[src/rtl/axi_mem_wr_ctrl.sv]
// AXI write-channel controller feeding the internal-memory arbiter.
// Accepts one AW burst at a time, requests the memory write port, streams
// W beats with per-beat addresses, pulses write_done and returns B.
// Optional build macro: MEM_WR_4K_CHK_EN flags INCR bursts crossing 4 KB.
module axi_mem_wr_ctrl #(
    parameter int unsigned DATA_W = 32,
    parameter int unsigned ID_W   = 4
) (
    input  logic                ACLK,
    input  logic                ARESET,
    input  logic [ID_W-1:0]     AWID,
    input  logic [31:0]         AWADDR,
    input  logic [7:0]          AWLEN,
    input  logic [2:0]          AWSIZE,
    input  logic [1:0]          AWBURST,
    input  logic                AWVALID,
    output logic                AWREADY,
    input  logic [DATA_W-1:0]   WDATA,
    input  logic [DATA_W/8-1:0] WSTRB,
    input  logic                WLAST,
    input  logic                WVALID,
    output logic                WREADY,
    output logic [ID_W-1:0]     BID,
    output logic [1:0]          BRESP,
    output logic                BVALID,
    input  logic                BREADY,
    input  logic                waddr_ready,
    output logic                waddr_valid,
    output logic [31:0]         waddr_out,
    output logic [DATA_W-1:0]   mem_wdata,
    output logic [DATA_W/8-1:0] mem_be,
    output logic                write_done
);

    localparam int unsigned STRB_W   = DATA_W / 8;
    localparam int unsigned MAX_SIZE = $clog2(STRB_W);

    typedef enum logic [1:0] {S_IDLE, S_REQ, S_DATA, S_RESP} state_t;

    state_t            state_q, state_d;
    logic [ID_W-1:0]   id_q;
    logic [31:0]       addr_q;
    logic [7:0]        len_q;
    logic [2:0]        size_q;
    logic [1:0]        burst_q;
    logic [7:0]        beat_q;
    logic              err_q;
    logic              aw_ready_q;
    logic              bvalid_q;
    logic [1:0]        bresp_q;
    logic [ID_W-1:0]   bid_q;
    logic              done_q;

    logic              w_ready_c;
    logic              aw_hs_c;
    logic              w_hs_c;
    logic              last_beat_c;
    logic              aw_err_c;
    logic [31:0]       addr_nxt_c;

    assign aw_hs_c     = AWVALID & aw_ready_q & (state_q == S_IDLE);
    assign w_hs_c      = WVALID & w_ready_c;
    assign last_beat_c = (beat_q == len_q);

    // State register
    always_ff @(posedge ACLK) begin
        if (ARESET) state_q <= S_IDLE;
        else        state_q <= state_d;
    end

    // Next state and combinational handshake outputs
    always_comb begin
        state_d   = state_q;
        w_ready_c = 1'b0;
        case (state_q)
            S_IDLE: if (aw_hs_c) state_d = S_REQ;
            S_REQ:  if (waddr_ready) state_d = S_DATA;
            S_DATA: begin
                w_ready_c = waddr_ready;
                if (WVALID && waddr_ready && last_beat_c) state_d = S_RESP;
            end
            S_RESP: if (bvalid_q && BREADY) state_d = S_IDLE;
            default: state_d = S_IDLE;
        endcase
    end

    // Burst legality checks evaluated on the incoming AW request
`ifdef MEM_WR_4K_CHK_EN
    logic [32:0] aw_end_c;
    assign aw_end_c = {1'b0, AWADDR} + ((33'(AWLEN) + 33'd1) << AWSIZE) - 33'd1;
`endif
    always_comb begin
        aw_err_c = 1'b0;
        if (32'(AWSIZE) > MAX_SIZE) aw_err_c = 1'b1;
        if (AWBURST == 2'b11) aw_err_c = 1'b1;
        if (AWBURST == 2'b10 && !(AWLEN == 8'd1 || AWLEN == 8'd3 ||
                                  AWLEN == 8'd7 || AWLEN == 8'd15)) aw_err_c = 1'b1;
`ifdef MEM_WR_4K_CHK_EN
        if (AWBURST[0] && ({1'b0, AWADDR[31:12]} != aw_end_c[32:12])) aw_err_c = 1'b1;
`endif
    end

    // Address of the beat following the current one
    always_comb begin
        logic [31:0] step;
        logic [31:0] mask;
        logic [31:0] incr;
        step = 32'd1 << size_q;
        mask = ((32'(len_q) + 32'd1) << size_q) - 32'd1;
        incr = addr_q + step;
        case (burst_q)
            2'b00:   addr_nxt_c = addr_q;
            2'b10:   addr_nxt_c = (addr_q & ~mask) | (incr & mask);
            default: addr_nxt_c = incr;
        endcase
    end

    // Burst context, beat tracking and registered response outputs
    always_ff @(posedge ACLK) begin
        if (ARESET) begin
            id_q       <= '0;
            addr_q     <= '0;
            len_q      <= '0;
            size_q     <= '0;
            burst_q    <= '0;
            beat_q     <= '0;
            err_q      <= 1'b0;
            aw_ready_q <= 1'b0;
            bvalid_q   <= 1'b0;
            bresp_q    <= 2'b00;
            bid_q      <= '0;
            done_q     <= 1'b0;
        end else begin
            aw_ready_q <= (state_d == S_IDLE);
            done_q     <= 1'b0;
            if (aw_hs_c) begin
                id_q    <= AWID;
                addr_q  <= AWADDR;
                len_q   <= AWLEN;
                size_q  <= AWSIZE;
                burst_q <= (AWBURST == 2'b11) ? 2'b01 : AWBURST;
                beat_q  <= '0;
                err_q   <= aw_err_c;
            end
            if (w_hs_c) begin
                beat_q <= 8'(beat_q + 8'd1);
                addr_q <= addr_nxt_c;
                if (last_beat_c) begin
                    err_q    <= err_q | ~WLAST;
                    bresp_q  <= (err_q | ~WLAST) ? 2'b10 : 2'b00;
                    bid_q    <= id_q;
                    bvalid_q <= 1'b1;
                    done_q   <= 1'b1;
                end else if (WLAST) begin
                    err_q <= 1'b1;
                end
            end
            if (bvalid_q && BREADY) bvalid_q <= 1'b0;
        end
    end

    assign AWREADY     = aw_ready_q;
    assign WREADY      = w_ready_c;
    assign BVALID      = bvalid_q;
    assign BRESP       = bresp_q;
    assign BID         = bid_q;
    assign write_done  = done_q;
    assign waddr_valid = w_hs_c & ~err_q;
    assign waddr_out   = addr_q;
    assign mem_wdata   = WDATA;
    assign mem_be      = waddr_valid ? WSTRB : '0;

endmodule

[config.mk]
export PLATFORM = sky130hd
export DESIGN_NAME = axi_mem_wr_ctrl
export DESIGN_NICKNAME = d
export VERILOG_FILES = /design/src/rtl/axi_mem_wr_ctrl.sv
export SDC_FILE = /design/constraint.sdc
export NUM_CORES = 1
export LEC_CHECK = 0
export BUFFER_PORTS_ARGS = -buffer_cell sky130_fd_sc_hd__buf_2
export CORE_UTILIZATION = 41
export CTS_BUF_LIST = sky130_fd_sc_hd__clkbuf_4 sky130_fd_sc_hd__clkbuf_8 sky130_fd_sc_hd__clkbuf_16
export DETAILED_ROUTE_END_ITERATION = 12
export MAX_ROUTING_LAYER = met4
export PLACE_DENSITY = 0.68
export SLEW_MARGIN = 10
export SYNTH_ARGS = -nofsm -noshare
export SYNTH_HDL_FRONTEND = slang
export SYNTH_SLANG_ARGS = --single-unit
export TNS_END_PERCENT = 100
[constraint.sdc]
create_clock -name ACLK -period 3.33 [get_ports ACLK]
set_input_delay 0.4995 -clock ACLK [delete_from_list [all_inputs] [get_ports ACLK]]
set_output_delay 0.4995 -clock ACLK [all_outputs]
set_load 0.01 [all_outputs]
==> impl_results.md, run 1 <==
* Run status: completed
* Most numerous cell in the Yosys netlist: sky130_fd_sc_hd__nand2_1
* Total Neg Setup Slack at 0 ns
* Remaining max-slew budget at the tightest pin at 52.0%
* Most used cell along the critical path: sky130_fd_sc_hd__buf_4
* Post-Route Utilization at 49.1%
* Mapped Area at 5540 µm²
* Global-route wire length before repair at 27000 µm
* Metal3 WL at 1050 µm
* Net total in the final layout at 942
* Largest fanout of any net on the critical path at 12
* CP Capture Type: flop
* Initial Util at 42.0%
* Post-synthesis net count at 877
* Setup repair after global routing missed its margin: true
* Detailed-route wire length at 16300 µm
* CTS tree: done
* Share of Yosys cell area claimed by the top area cell type at 24.6%
* Sequential-to-total area share from yosys stat at 24.6%
* I/O Pins at 171
* Top cell type by total area after synthesis: sky130_fd_sc_hd__dfxtp_1
* Maximum number of pins on one net before global-route repair at 52
* Share of async-settable or async-resettable flops after synthesis at 0%
* Required time at the endpoint of the critical path at 3.57 ns
* Number of diodes added for antenna fixing at 0
* Top cell types by occurrence after synthesis: sky130_fd_sc_hd__nand2_1, sky130_fd_sc_hd__nor2_1, sky130_fd_sc_hd__dfxtp_1
* Uppermost metal layer occupied by signal nets: met4
* Crit path setup slack, layout at 0.238 ns
* Vias post-DR at 5897
* Distinct cells, synth at 76
* Post-detailed-route wirelength per cell at 16.0 µm
* P&R area growth vs syn at 16.8%
* Overall overflow remaining after global route at 0
* Clock network latency to the later pin of the worst-skew pair at 0.35 ns
* Fmax at 323 MHz
* Synth Area per Inst at 7.18 µm²
* Number of warnings reported in the yosys synthesis log at 0
* Power per unit of standard cell area at 477 nW/µm²
* Final setup violation count at 0
* Num rows at 42
* Number of clock buffers inserted by TritonCTS at 9
* Slowest library cell on the worst path: sky130_fd_sc_hd__dfxtp_1
* Overall power at 3.09 mW
* Buffer type at the clock tree root: sky130_fd_sc_hd__clkbuf_16
* Primary flip-flop cell chosen by synthesis mapping: sky130_fd_sc_hd__dfxtp_1
* Post-route clock period utilization at 92.8%
* Leak pwr at 2.53 nW
* Maximum vdd ir drop at 0.411 mV
* Clock input transition at the sequential cells of the worst setup and hold paths at 0.06 ns
* Mapped Cells at 772
* Total of max-cap violations at 0
* Vias in the first global route at 5336
* Clk sink count at 68
* DIE WIDTH at 118 µm
* Post-detailed-route via-to-cell ratio at 5.79
* Number of enable-type register cells in the synthesized netlist at 0
* Total routing usage reported by global routing at 24.3%
* Arrival time worst endpoint at 3.33 ns
* Setup slack after placement at 0.143 ns
* Final setup skew at 0.00797 ns
* Synth Register Bits at 68
* Drt first pass iters at 5
* Final-report max-slew violation count at 0
* Classification of the worst-slack hold path: in -> reg
* Number of hold buffers added after cts at 0
* Final weighted congestion in routability-driven placement at 0.936
* Cells taking the most area after synthesis: sky130_fd_sc_hd__dfxtp_1, sky130_fd_sc_hd__nand2_1, sky130_fd_sc_hd__a21oi_1, sky130_fd_sc_hd__nor2_1, sky130_fd_sc_hd__buf_4
* Ordered list of cells on the worst path: buf_4 > and4_2 > a211oi_1 > a311oi_2 > o211ai_1 > a221oi_2 > buf_4 > nand4b_1 > a21oi_1 > buf_4 > a21oi_1 > a31o_2
* Crit path launch type: flop
* Critical path class: reg -> reg
* Delay contributed by the slowest stage of the critical path at 0.43 ns
* Number of routed nets with antenna violations at 0
* Routed met2 length at 7540 µm
* Hold WS at 0.380 ns
* H-Tree Depth at 3
* Number of antenna violations at the first check in global routing at 0
* Final number of hold-violating endpoints at 0
* Total die area at 14000 µm²
* Proportion of layout cells with a drive suffix above 1 at 21.4%
* DRC Markers at 0
* IO Port Bufs at 105
* Max clock buf depth at 2
* Least-Margin Pin Slew at 0.719 ns
* Die outline height at 118 µm
* Core Area at 13200 µm²
* Detailed-placement wirelength estimate at 11900 µm
* Number of DRC markers after the initial detailed-route iteration at 607
* Wl on met1 at 7520 µm
* Minimum clock period at 3.09 ns
[logic make-up (layout without fill, tap and decap cells)]
family	count (synthesis)	count (layout)	share of synthesized area [%]
AND/OR/NAND/NOR	336	336	29.6
AO/OA/AOI/OAI	218	218	27.0
buffers and inverters	97	167	9.21
flip-flops	68	68	24.6
XOR/XNOR	30	30	4.88
adder cells (fa/ha/maj)	13	13	3.07
multiplexers	9	9	1.65
other	1	1	0.0677
[metal layers]
layer  up-vias  global-route usage, %
li1       2910                      -
met5         -                      -
met4         0                   6.25
met3        18                   4.30
met2       227                   38.3
met1      2742                   31.9
[final cells by class]
type,count,area (µm²)
fillers,1348,6720
multi-input cells,607,3700
flip-flops and latches,68,1360
repair buffers,137,766
clock buffers,9,225
well taps,176,220
clock inverters,7,146
inverters,14,52.6
[power breakdown]
group	total (mW)	switching (mW)	internal [mW]
clock	1.21	0.399	0.814
sequential	1.00	0.106	0.896
combinational	0.871	0.510	0.361
total	3.09	1.01	2.07
[repair_timing]
item,in CTS,in global routing
setup endpoints to repair,0,13
buffers inserted,0,1
resized for setup,0,10
[worst max-delay path: cells and delay by family, from the launching register on]
family,cells,cell delay [ns]
compound gates,7,1.48
buf+inv,3,0.60
simple gates,2,0.47
flops,1,0.43
[cell usage in the layout (no fill, tap or decap), types with 15 or more instances in the layout]
master / instances
sky130_fd_sc_hd__nand2_1: 111
sky130_fd_sc_hd__xnor2_1: 17
sky130_fd_sc_hd__buf_4: 32
sky130_fd_sc_hd__nor2_1: 74
sky130_fd_sc_hd__buf_2: 105
sky130_fd_sc_hd__nand3_1: 29
sky130_fd_sc_hd__nor3_1: 15
sky130_fd_sc_hd__dfxtp_1: 67
sky130_fd_sc_hd__o21ai_0: 32
sky130_fd_sc_hd__a21oi_1: 64
[stage by stage]
stage,instances,cell area (µm²)
after global routing,1018,6470
after global placement,1001,6070
after floorplan,772,5540
after detailed placement,1001,6070
after CTS,1017,6440
final,1018,6470
[path summary, 6_finish.rpt]
kind	slack, ns	start	to	depth (start not counted)
min reg2reg	0.46	id_q[3]	id_q[3]	2
max reg2reg	0.24	len_q[2]	flop	12
max	0.24	len_q[2]	flop	12
min	0.38	WLAST	BRESP[1]	2
(Power assumes the default switching activity.)
==> inputs of run 2 (changes only) <==
--- a/config.mk
+++ b/config.mk
@@ -5,12 +5,13 @@
 export SDC_FILE = /design/constraint.sdc
 export NUM_CORES = 1
 export LEC_CHECK = 0
-export BUFFER_PORTS_ARGS = -buffer_cell sky130_fd_sc_hd__buf_2
+export CORE_MARGIN = 3
 export CORE_UTILIZATION = 41
 export CTS_BUF_LIST = sky130_fd_sc_hd__clkbuf_4 sky130_fd_sc_hd__clkbuf_8 sky130_fd_sc_hd__clkbuf_16
 export DETAILED_ROUTE_END_ITERATION = 12
+export DONT_BUFFER_PORTS = 1
 export MAX_ROUTING_LAYER = met4
-export PLACE_DENSITY = 0.68
+export PLACE_DENSITY = 0.56
 export SLEW_MARGIN = 10
 export SYNTH_ARGS = -nofsm -noshare
 export SYNTH_HDL_FRONTEND = slang
==> impl_results.md, run 2 (synthesized netlist as in run 1, its figures left out) <==
* Most common cell after layout, fill and taps aside: sky130_fd_sc_hd__nand2_1
* Buffer type at the clock tree root: sky130_fd_sc_hd__clkbuf_16
* Final setup violation count at 0 (unchanged)
* Die outline height at 122 µm (+3.4%)
* Leak pwr at 2.03 nW (-20%)
* Max clock buf depth at 2 (unchanged)
* I/O Pins at 171 (unchanged)
* Detailed-placement wirelength estimate at 12600 µm (+6.4%)
* Vias in the first global route at 5328 (-0.15%)
* Detailed-route wire length at 17500 µm (+7.7%)
* Overall overflow remaining after global route at 0 (unchanged)
* Slack of the worst reg-to-reg path at 0.18 ns (-0.06 ns)
* Maximum number of pins on one net before global-route repair at 61 (+17%)
* Post-route clock period utilization at 94.5% (+1.7 points)
* Total routing usage reported by global routing at 23.8% (-0.41 points)
* Number of antenna violations at the first check in global routing at 0 (unchanged)
* DRC Markers at 0 (unchanged)
* Net total in the final layout at 842 (-11%)
* Run status: completed
* Setup slack after placement at 0.182 ns (+0.0391 ns)
* Final number of hold-violating endpoints at 0 (unchanged)
* Slowest library cell on the worst path: sky130_fd_sc_hd__fa_1
* Final Non-Filler Cells at 914 (-10%)
* Clock input transition at the sequential cells of the worst setup and hold paths at 0.07 ns (about the same)
* Crit Reg-Reg Startpoint: size_q[2]
* Drt first pass iters at 5 (unchanged)
* Number of clock buffers inserted by TritonCTS at 9 (unchanged)
* Final weighted congestion in routability-driven placement at 0.915 (-2.1%)
* Cell count after placement at 896 (-10%)
* Source of the worst hold timing path: ARESET
* Ordered list of cells on the worst path: or2_2 > nor2_1 > ha_2 > inv_1 > fa_1 > nor2b_2 > o21a_1 > o21ai_0 > a21oi_1 > buf_4 > nand2_1 > nor3_1 > buf_4 > a41o_1 > a21oi_1 > a211oi_1
* Arrival time worst endpoint at 3.41 ns (+0.08 ns)
* Clk sink count at 68 (unchanged)
* Total Neg Setup Slack at 0 ns (unchanged)
* Register-to-Register Path Depth at 16 (+4)
* Global-route wire length before repair at 27600 µm (+2.3%)
* Number of diodes added for antenna fixing at 0 (unchanged)
* Worst Path Buf+Inv at 3 (unchanged)
* Power per unit of standard cell area at 477 nW/µm² (about the same)
* Hold WS at 0.215 ns (-0.165 ns)
* CP Capture Type: flop
* Critical path depth at 16 (+4)
* Num rows at 41 (-2.4%)
* Initial Util at 42.9% (+0.85 points)
* IO Port Bufs at 0 (-100%)
* Core Area at 12900 µm² (-2.0%)
* Number of routed nets with antenna violations at 0 (unchanged)
* CP startpoint: size_q[2]
* P&R area growth vs syn at 6.91%
* Crit path launch type: flop
* Final setup skew at 0.00974 ns (+0.00177 ns)
* Crit path setup slack, layout at 0.183 ns (-0.0551 ns)
* Largest fanout of any net on the critical path at 7 (-5)
* Gate family responsible for the most delay along the worst path: compound AO/OA/AOI/OAI gates
* Classification of the worst-slack hold path: in -> reg
* Number of DRC markers after the initial detailed-route iteration at 579 (-4.6%)
* Minimum clock period at 3.15 ns (+0.0551 ns)
* Maximum vdd ir drop at 0.345 mV (-16%)
* Proportion of layout cells with a drive suffix above 1 at 11.2% (-10 points)
* Least-Margin Pin Slew at 1.01 ns (+0.292 ns)
* CTS tree: done
* Critical path class: reg -> reg
* Post-detailed-route via-to-cell ratio at 6.19 (+6.9%)
* Post-detailed-route wirelength per cell at 19.2 µm (+20%)
* Delay contributed by the slowest stage of the critical path at 0.39 ns (-0.04 ns)
* Vias post-DR at 5661 (-4.0%)
* DIE WIDTH at 122 µm (+3.4%)
* Most used cells in the layout excluding fill and tap cells: sky130_fd_sc_hd__nand2_1, sky130_fd_sc_hd__nor2_1, sky130_fd_sc_hd__a21oi_1
* Required time at the endpoint of the critical path at 3.60 ns (+0.03 ns)
* Clock network latency to the later pin of the worst-skew pair at 0.36 ns (about the same)
* Fmax at 318 MHz (-1.8%)
* Final-report max-slew violation count at 0 (unchanged)
* Total of max-cap violations at 0 (unchanged)
* Remaining max-slew budget at the tightest pin at 32.4% (-20 points)
* Total die area at 14900 µm² (+6.9%)
* H-Tree Depth at 3 (unchanged)
-- run 2: cell count changes in the layout (fill, tap and decap cells not counted), moves of 3 or more --
cell	delta
sky130_fd_sc_hd__buf_4	+4
sky130_fd_sc_hd__dfxtp_1	-3
sky130_fd_sc_hd__bufinv_16	-3
sky130_fd_sc_hd__dfxtp_2	+3
sky130_fd_sc_hd__buf_2	-105
-- run 2: layer usage --
layer | part of all wire (%) | global-route usage, % | up-vias
met5 | 0 | - | -
met4 | 2.2 | 8.05 | 0
met3 | 7.7 | 5.62 | 49
met2 | 46 | 36.5 | 227
met1 | 44 | 31.0 | 2667
li1 | - | - | 2718
-- run 2: how the worst min path moves through the flow --
stage                            end  slack, ns  cells after the start
final                           flop       0.21                      1
after floorplan              id_q[0]       0.44                      2
after global placement       id_q[2]       0.44                      2
after CTS                       flop       0.20                      1
after detailed placement     id_q[2]       0.45                      2
after global routing      state_q[1]       0.21                      1
-- run 2: power by group --
group	internal (mW)	total (mW)	switching (mW)	leakage, nW
Clock	0.591	1.03	0.438	0.143
Sequential	0.897	1.05	0.153	0.555
Combinational	0.301	0.746	0.445	1.33
Total	1.79	2.83	1.04	2.03
-- run 2: metrics by stage --
stage,power (mW),instance area [µm²],util [%]
finish,2.83,5920,45.8
floorplan,1.63,5540,-
global placement,1.78,5570,43.1
CTS,2.83,5870,45.4
global route,2.97,5920,45.8
detailed placement,1.79,5570,43.1
-- run 2: repair_timing --
action                                 in CTS  in global routing
setup endpoints to repair                   0                 16
hold buffers                                0                  0
buffers inserted                            0                  2
resized for setup                           0                 16
endpoints found under the hold margin       0                  0
-- run 2: worst register-to-register path, cell delays in order, from the launching register on --
cell                       delay, ns
sky130_fd_sc_hd__dfxtp_2        0.35
sky130_fd_sc_hd__or2_2          0.33
sky130_fd_sc_hd__nor2_1         0.11
sky130_fd_sc_hd__ha_2           0.20
sky130_fd_sc_hd__inv_1          0.05
sky130_fd_sc_hd__fa_1           0.39
sky130_fd_sc_hd__nor2b_2        0.16
sky130_fd_sc_hd__o21a_1         0.15
sky130_fd_sc_hd__o21ai_0        0.12
sky130_fd_sc_hd__a21oi_1        0.22
sky130_fd_sc_hd__buf_4          0.14
sky130_fd_sc_hd__nand2_1        0.06
sky130_fd_sc_hd__nor3_1         0.14
sky130_fd_sc_hd__buf_4          0.18
sky130_fd_sc_hd__a41o_1         0.17
sky130_fd_sc_hd__a21oi_1        0.06
sky130_fd_sc_hd__a211oi_1       0.21
-- run 2: area by class of cell --
| class | instances | area (µm²) |
|---|---|---|
| Clock buffer | 9 | 225 |
| Clock inverter | 7 | 80.1 |
| Fill cell | 1357 | 7000 |
| Inverter | 14 | 52.6 |
| Multi-Input combinational cell | 607 | 3700 |
| Sequential cell | 68 | 1370 |
| Tap cell | 172 | 215 |
| Timing Repair Buffer | 37 | 282 |
==> inputs of run 3 (changes only) <==
--- a/config.mk
+++ b/config.mk
@@ -12,6 +12,7 @@
 export DONT_BUFFER_PORTS = 1
 export MAX_ROUTING_LAYER = met4
 export PLACE_DENSITY = 0.56
+export RECOVER_POWER = 100
 export SLEW_MARGIN = 10
 export SYNTH_ARGS = -nofsm -noshare
 export SYNTH_HDL_FRONTEND = slang
==> impl_results.md, run 3 (synthesized netlist as in run 1, its figures left out) <==
* Run status: completed
* DRC Markers at 0 (unchanged)
* Clock input transition at the sequential cells of the worst setup and hold paths at 0.07 ns (about the same)
* Power per unit of standard cell area at 478 nW/µm² (+0.24%)
* Num rows at 41 (unchanged)
* Met1 demand-to-capacity share in global routing at 31.0% (unchanged)
* Clk sink count at 68 (unchanged)
* Detailed-route wire length at 17600 µm (+0.40%)
* Required time at the endpoint of the critical path at 3.58 ns (-0.02 ns)
* Classification of the worst-slack hold path: in -> reg
* Vias post-DR at 5657 (-0.071%)
* Total die area at 14900 µm² (unchanged)
* Number of DRC markers after the initial detailed-route iteration at 555 (-4.1%)
* Post-detailed-route wirelength per cell at 19.3 µm (+0.40%)
* Minimum clock period at 3.20 ns (+0.0579 ns)
* Least-Margin Pin Slew at 1.08 ns (+0.0719 ns)
* Max clock buf depth at 2 (unchanged)
* Crit Reg-Reg Startpoint: size_q[2]
* Crit path launch type: flop
* Design area at 5900 µm² (-0.49%)
* Vias in the first global route at 5328 (unchanged)
* Most used cells in the layout excluding fill and tap cells: sky130_fd_sc_hd__nand2_1, sky130_fd_sc_hd__nor2_1, sky130_fd_sc_hd__a21oi_1
* Detailed-placement wirelength estimate at 12600 µm (unchanged)
* Total routing usage reported by global routing at 23.8% (unchanged)
* Ordered list of cells on the worst path: or2_2 > nor2_1 > ha_2 > inv_1 > fa_1 > nor2b_2 > o21a_1 > o21ai_0 > a21oi_1 > buf_4 > nor2b_2 > nand2_1 > nor3_2 > a21oi_1 > o32ai_1
* GRT met2 Usage at 36.5% (unchanged)
* Overall overflow remaining after global route at 0 (unchanged)
* Slowest library cell on the worst path: sky130_fd_sc_hd__fa_1
* Largest fanout of any net on the critical path at 7 (unchanged)
* P&R area growth vs syn at 6.39%
* Most common cell after layout, fill and taps aside: sky130_fd_sc_hd__nand2_1
* DIE WIDTH at 122 µm (unchanged)
* Final number of hold-violating endpoints at 0 (unchanged)
* CP Capture Type: flop
* Number of hold buffers added after cts at 0 (unchanged)
* Delay contributed by the slowest stage of the critical path at 0.40 ns (about the same)
* Clock network latency to the later pin of the worst-skew pair at 0.36 ns (about the same)
* Maximum vdd ir drop at 0.339 mV (-1.6%)
* Arrival time worst endpoint at 3.46 ns (+0.05 ns)
* Overall power at 2.82 mW (-0.25%)
* Gate family responsible for the most delay along the worst path: simple AND/OR/NAND/NOR gates
* Met3 Resource Use GR at 5.62% (unchanged)
* Net total in the final layout at 842 (unchanged)
* Final weighted congestion in routability-driven placement at 0.915 (unchanged)
* Final setup skew at 0.0102 ns (+0.000469 ns)
* Leak pwr at 2.01 nW (-1.3%)
* Number of routed nets with antenna violations at 0 (unchanged)
* Fmax at 312 MHz (-1.8%)
* CP startpoint: size_q[2]
* Worst Path Buf+Inv at 2 (-1)
* Number of clock buffers inserted by TritonCTS at 9 (unchanged)
* H-Tree Depth at 3 (unchanged)
* Placed Area at 5570 µm² (unchanged)
* Area of all sequential standard cells at 1370 µm² (unchanged)
* Total of max-cap violations at 0 (unchanged)
* CTS tree: done
* Die outline height at 122 µm (unchanged)
* Final setup violation count at 0 (unchanged)
* Number of inserted filler cells in the final layout at 1363 (+0.44%)
* Maximum number of pins on one net before global-route repair at 61 (unchanged)
* Global-route wire length before repair at 27600 µm (unchanged)
* IO Port Bufs at 0 (unchanged)
* Final-report max-slew violation count at 0 (unchanged)
* Drt first pass iters at 6 (+1)
* I/O Pins at 171 (unchanged)
* Number of diodes added for antenna fixing at 0 (unchanged)
* Combined area of the multi-input logic cells at 3700 µm² (-0.20%)
* Initial Util at 42.9% (unchanged)
* Critical path class: reg -> reg
* Buffer type at the clock tree root: sky130_fd_sc_hd__clkbuf_16
* Remaining max-slew budget at the tightest pin at 27.8% (-4.5 points)
* Number of antenna violations at the first check in global routing at 0 (unchanged)
* Post-route clock period utilization at 96.2% (+1.7 points)
* Most Used Layer, Global Route: met2
* Proportion of layout cells with a drive suffix above 1 at 10.2% (-0.94 points)
* Source of the worst hold timing path: ARESET
* Core Area at 12900 µm² (unchanged)
* Post-detailed-route via-to-cell ratio at 6.19 (about the same)
run 3: cell count changes in the layout (fill, tap and decap cells not counted), moves of 2 or more:
cell / delta
sky130_fd_sc_hd__clkbuf_1: +5
sky130_fd_sc_hd__and2_0: +2
sky130_fd_sc_hd__and2_1: -2
sky130_fd_sc_hd__buf_4: -6
run 3: worst paths after layout:
check                 end  slack [ns]  cells after the start
setup / recovery     flop        0.13                     15
hold / removal       flop        0.22                      1
setup reg to reg     flop        0.13                     15
hold reg to reg   id_q[2]        0.46                      2
run 3: routing by layer:
metal / vias up / share of wire (%)
met1: 2664 / 44
met4: 0 / 2.4
met2: 223 / 46
met3: 54 / 7.3
li1: 2716 / -
met5: - / 0
run 3: cell type report:
type,count,area share [%]
Multi-Input combinational cell,607,62.7
Inverter,14,0.891
Timing Repair Buffer,37,4.41
Sequential cell,68,23.2
Tap cell,172,3.65
Clock inverter,7,1.36
Clock buffer,9,3.82
run 3: report_power, final:
| group | switching, mW | internal (mW) |
|---|---|---|
| combinational | 0.445 | 0.295 |
| sequential | 0.153 | 0.897 |
| clock | 0.438 | 0.591 |
| total | 1.04 | 1.78 |
run 3: through the flow:
stage               setup WS [ns]  cells  TNS [ns]  utilization (%)  hold slack [ns]
detailed placement          0.182    896         0             43.1            0.448
CTS                         0.135    912         0             45.4            0.199
global route              -0.0682    914    -0.120             45.6            0.205
finish                      0.125    914         0             45.6            0.215
global placement            0.264    896         0             43.1            0.437
floorplan                   0.148    772         0                -            0.436
run 3: repair_timing:
action / in CTS / in global routing
resized for setup: 0 / 16
setup endpoints to repair: 0 / 16
buffers inserted: 0 / 2
run 3: worst reg2reg max path, delay by kind of cell, from the launching register on:
| family | cells | cell delay (ns) |
|---|---|---|
| AOI/OAI and AO/OA | 5 | 0.86 |
| adders and majority gates | 2 | 0.60 |
| buffers and inverters | 2 | 0.19 |
| DFF | 1 | 0.35 |
| and+or+nand+nor | 6 | 1.08 |
